--- config.mk ---
export PLATFORM = sky130hd
export DESIGN_NAME = counter_mod
export DESIGN_NICKNAME = d
export VERILOG_FILES = /design/src/rtl/counter_pkg.sv /design/src/rtl/counter_mod_step.sv /design/src/rtl/counter_mod.sv
export SDC_FILE = /design/constraint.sdc
export NUM_CORES = 1
export LEC_CHECK = 0
export BUFFER_PORTS_ARGS = -buffer_cell sky130_fd_sc_hd__buf_2
export CAP_MARGIN = 25
export CORE_AREA = 2 2 39 41
export DETAILED_ROUTE_END_ITERATION = 10
export DIE_AREA = 0 0 41 43
export RECOVER_POWER = 100
export SLEW_MARGIN = 15
export SYNTH_ARGS = -nofsm -noshare
export SYNTH_HDL_FRONTEND = slang
export SYNTH_SLANG_ARGS = --single-unit
--- constraint.sdc ---
create_clock -name clock -period 1.76 [get_ports clock]
set_clock_uncertainty 0.05 [all_clocks]
set_input_delay 0.176 -clock clock [delete_from_list [all_inputs] [get_ports clock]]
set_output_delay 0.176 -clock clock [all_outputs]
set_load 0.02 [all_outputs]
--- src/rtl/counter_pkg.sv ---
// rtl/counter_pkg.sv - shared constants and parameter-legality check for counter variants
`ifndef COUNTER_PKG_SV
`define COUNTER_PKG_SV

// Elaboration-time legality check shared by every counter variant.
// Use it at module scope, after the parameters are declared.
`define COUNTER_PARAM_CHECK(W, M, R) \
  if (((W) < 1) || ((W) > counter_pkg::MAX_COUNTER_WIDTH) || ((M) < 2) || \
      ((M) > (64'd1 << (W))) || ((R) >= (M))) begin : g_param_err \
    $error("counter: illegal WIDTH/MODULO/RESET_VAL combination"); \
  end

package counter_pkg;

  localparam logic DIR_UP = 1'b1;
  localparam logic DIR_DN = 1'b0;

  localparam int MAX_COUNTER_WIDTH = 32;

endpackage

`endif

--- src/rtl/counter_mod_step.sv ---
// rtl/counter_mod_step.sv - combinational next-count and terminal-step logic
module counter_mod_step
  import counter_pkg::*;
#(
  parameter int              WIDTH  = 4,
  parameter longint unsigned MODULO = 16
) (
  input  logic [WIDTH-1:0] count,
  input  logic             up,
  input  logic             sat_en,
  output logic [WIDTH-1:0] next_count,
  output logic             is_terminal
);

  localparam logic [WIDTH-1:0] MAX_V   = WIDTH'(MODULO - 1);
  localparam logic [WIDTH:0]   MOD_EXT = (WIDTH+1)'(MODULO);

  // One extra bit keeps MODULO == 2^WIDTH free of special cases.
  logic [WIDTH:0] inc;
  logic [WIDTH:0] dec;

  // Step one position in the selected direction, wrapping or saturating at the ends
  always_comb begin
    inc         = {1'b0, count} + (WIDTH+1)'(1);
    dec         = {1'b0, count} - (WIDTH+1)'(1);
    next_count  = count;
    is_terminal = 1'b0;
    if (up == DIR_UP) begin
      is_terminal = (inc == MOD_EXT);
      if (is_terminal) begin
        next_count = sat_en ? MAX_V : '0;
      end else begin
        next_count = inc[WIDTH-1:0];
      end
    end else begin
      // A borrow out of the top bit means count was zero.
      is_terminal = dec[WIDTH];
      if (is_terminal) begin
        next_count = sat_en ? '0 : MAX_V;
      end else begin
        next_count = dec[WIDTH-1:0];
      end
    end
  end

endmodule

--- src/rtl/counter_mod.sv ---
// rtl/counter_mod.sv - modulo-N up/down counter; COUNTER_MOD_SATURATE_EN selects saturate mode
module counter_mod
  import counter_pkg::*;
#(
  parameter int              WIDTH     = 4,
  parameter longint unsigned MODULO    = 16,
  parameter longint unsigned RESET_VAL = 0
) (
  input  logic             clock,
  input  logic             clr_n,
  input  logic             enable,
  input  logic             up,
  input  logic             sclr,
  input  logic             load,
  input  logic [WIDTH-1:0] load_val,
  output logic [WIDTH-1:0] count,
  output logic             tc,
  output logic             wrap,
  output logic             ovf
);

  `COUNTER_PARAM_CHECK(WIDTH, MODULO, RESET_VAL)

  localparam logic [WIDTH-1:0] RST_V   = WIDTH'(RESET_VAL);
  localparam logic [WIDTH-1:0] MAX_V   = WIDTH'(MODULO - 1);
  localparam logic [WIDTH:0]   MOD_EXT = (WIDTH+1)'(MODULO);

`ifdef COUNTER_MOD_SATURATE_EN
  localparam logic SAT_EN = 1'b1;
`else
  localparam logic SAT_EN = 1'b0;
`endif

  logic [WIDTH-1:0] count_q, count_d;
  logic             wrap_q, wrap_d;
  logic             ovf_q, ovf_d;
  logic [WIDTH-1:0] step_count;
  logic             step_term;

  counter_mod_step #(
    .WIDTH  (WIDTH),
    .MODULO (MODULO)
  ) u_step (
    .count       (count_q),
    .up          (up),
    .sat_en      (SAT_EN),
    .next_count  (step_count),
    .is_terminal (step_term)
  );

  // Terminal count is unregistered so it can feed the next stage's enable this cycle
  assign tc    = enable & step_term;
  assign count = count_q;
  assign wrap  = wrap_q;
  assign ovf   = ovf_q;

  // Priority mux: sclr, then load (clamped to MODULO-1), then count step, then hold
  always_comb begin
    count_d = count_q;
    wrap_d  = 1'b0;
    ovf_d   = ovf_q;
    if (sclr) begin
      count_d = RST_V;
      ovf_d   = 1'b0;
    end else if (load) begin
      count_d = ({1'b0, load_val} < MOD_EXT) ? load_val : MAX_V;
    end else if (enable) begin
      count_d = step_count;
      if (step_term) begin
        wrap_d = 1'b1;
        ovf_d  = 1'b1;
      end
    end
  end

  // Count, wrap and overflow registers with asynchronous clear
  always_ff @(posedge clock or negedge clr_n) begin
    if (!clr_n) begin
      count_q <= RST_V;
      wrap_q  <= 1'b0;
      ovf_q   <= 1'b0;
    end else begin
      count_q <= count_d;
      wrap_q  <= wrap_d;
      ovf_q   <= ovf_d;
    end
  end

endmodule

==> impl_metrics.tcl <==
set metrics [dict create \
    nNetsFinal 81 \
    dieArea_sq_um 1763 \
    worst-r2r-cell-count 5 \
    dp_slack_ns 0.1039 \
    yosysUniqueCellTypes 27 \
    initial_core_util_pct 29.57 \
    synth_top_area_share_pct 36.70 \
    synth_area_sq_um 409.1 \
    grt_usage_pct 13.52 \
    die_w_um 41 \
    dieHeight_um 43 \
    r2r_slack_ns 0.19 \
    hpwlAfterDp_um 731.1 \
    cp-end-kind "output port" \
    initialDrtViolationCount 9 \
    gr-total-overflow 0 \
    wl_um 1069 \
    tightest_slew_ns 0.4760 \
    multi_input_area_sq_um 254.0 \
    slew_headroom_pct 67.45 \
    io_buffers 16 \
    endpoint "tc" \
    outcome "finished, final reports clean" \
    synthFlopType "dfrtp_1" \
    period_share_pct 94.12 \
    dr_total_vias 430 \
    yosys.area.top_type "dfrtp_1" \
    synth.avg_cell_area_sq_um 9.515 \
    min_path_type "in2reg" \
    cp.arrival_ns 1.43 \
    power_density_nw_per_um2 692.9 \
    cts.path.max_buffers 2 \
    gp_congestion 0.6993 \
    layout_setup_ws_ns 0.1034 \
    drtPass1Iterations 4 \
    cts_sinks 6 \
    drive_above_1_share_pct 35.82 \
    wire_per_inst_um 12.88 \
    crit_start "count[0]" \
    maxCapViolCount 0 \
    synth-seq-area-share_pct 36.70 \
    cts_root_buffer "clkbuf_4" \
    hold_path_depth 2 \
    yosysWarnings 0 \
    syn_to_final_growth_pct 43.12 \
    cts_tree "done" \
    cts.clk_slew.worst_paths_ns 0.05 \
    fillerInstances 136 \
    regArea_sq_um 152.6 \
    r2r-end "count[3]" \
    worstSetupPathType "reg2out" \
    synthCells 43 \
    grt_pass1_vias 370 \
    hold_slack_ns 0.1145 \
    r2r-start "count[0]" \
    drv_slew 0 \
    hold_viol 0 \
    antenna_cells 0 \
    p_leak_nw 0.2748 \
    synth_nets 55 \
    grt_pass1_wl_um 1559 \
    synth_seq_cells 6 \
    numCtsBuffers 3 \
    ioPinCount 17 \
    ir_drop_mv 0.3426 \
    path_max_fanout 4 \
    place_inst 74 \
    antenna_found_initial 0 \
    required_ns 1.53 \
    synthArstFlopShare_pct 100.0 \
    coreArea_sq_um 1384 \
    synth.area.top_cells "dfrtp_1 37%, ha_1 6.1%, mux2i_1 4.9%" \
    ant_nets 0 \
    grt_start_max_net_pins 9 \
    finalNonFillerCells 83 \
    cts.htree.levels 1 \
    vias_per_cell 5.181 \
    cp-start-kind "register" \
    row_count 14 \
    period_needed_ns 1.657 \
    fmax_mhz 603.7 \
    setup_viol 0 \
    route.detailed.drc 0 \
    synth_edf_count 0 \
    clk_latency_ns 0.25 \
]
layout make-up:
cell class                 count  share of cell area [%]
clock buffer                   3                   3.846
multi-input combinational     32                   43.38
sequential                     6                   26.07
tap                           16                   3.419
timing repair buffer          22                   20.73
inverter                       4                   2.564
worst max-delay path, stage by stage, from the launching register on:
cell,delay (ns)
dfrtp_2,0.42
inv_1,0.09
ha_4,0.14
nor4b_4,0.19
a31oi_1,0.08
nor2_1,0.12
buf_4,0.14
layer usage:
layer  share of wire, %  routed length [um]  global-route usage (%)  up-vias
li1                   -                   -                       -      209
met1                 44                 467                   17.65      207
met2                 49                 523                   18.44       14
met3                7.4                  79                   9.424        0
met4                  0                   0                   2.000        0
met5                  0                   0                       0        -
cells in the mapped netlist (all sizes together), types with 2 or more instances:
library cell  count
dfrtp             6
nand2             2
inv               4
nor2              5
o21ai             2
mux2i             2
ha                2
nor4              2
power breakdown:
| group | switching, mW | internal, mW | leakage (nW) |
|---|---|---|---|
| clock network | 0.0495 | 0.0771 | 0.0138 |
| registers | 0.0133 | 0.148 | 0.0768 |
| logic | 0.0615 | 0.0566 | 0.184 |
cell usage in the layout (no fill, tap or decap), drive strengths merged, types with 2 or more instances in the layout:
master,Yosys,routed
buf,1,14
clkbuf,0,10
dfrtp,6,6
nor2,5,5
inv,4,4
nor4,2,2
mux2i,2,2
o21ai,2,2
nand2,2,2
ha,2,2
registers in the layout, indices dropped and copies added, names as in the netlist:
| register | flops |
|---|---|
| ovf | 1 |
| wrap | 1 |
| count | 4 |
cells by family after synthesis:
group | count (synthesis) | share of synthesized area, %
muxes | 2 | 4.893
xor gates and xnor gates | 1 | 2.141
and+or+nand+nor | 15 | 22.33
buffers and inverters | 5 | 6.421
adders and majority gates | 2 | 6.115
AOI/OAI and AO/OA | 12 | 21.41
DFF | 6 | 36.70
worst min path at each step:
stage          slack, ns  startpoint        to
2_1_floorplan      -0.17       clr_n  count[0]
3_3_place_gp       -0.04       clr_n  count[3]
3_5_place_dp       -0.04       clr_n  count[3]
4_1_cts             0.11        load      wrap
5_1_grt             0.11        load      wrap
6_report            0.11        load      wrap
what timing repair did:
| action | in CTS | in global routing |
|---|---|---|
| endpoints found under the setup margin | 1 | 2 |
| hold buffers | 1 | 0 |
| buffers inserted | 1 | 4 |
| endpoints found under the hold margin | 6 | 0 |
| pin swaps | 0 | 2 |
| gates resized for setup | 3 | 4 |
stage by stage:
stage / area, sq um / util, % / TNS, ns / power, mW
final: 585.6 / 42.31 / 0 / 0.4057
after CTS: 549.3 / 39.69 / 0 / 0.3949
after floorplan: 409.1 / - / 0 / 0.2193
after detailed placement: 498.0 / 35.99 / 0 / 0.2548
after global routing: 585.6 / 42.31 / -0.001475 / 0.4384
after global placement: 498.0 / 35.99 / 0 / 0.2538
No activity file was read; power rests on OpenSTA's default activity.
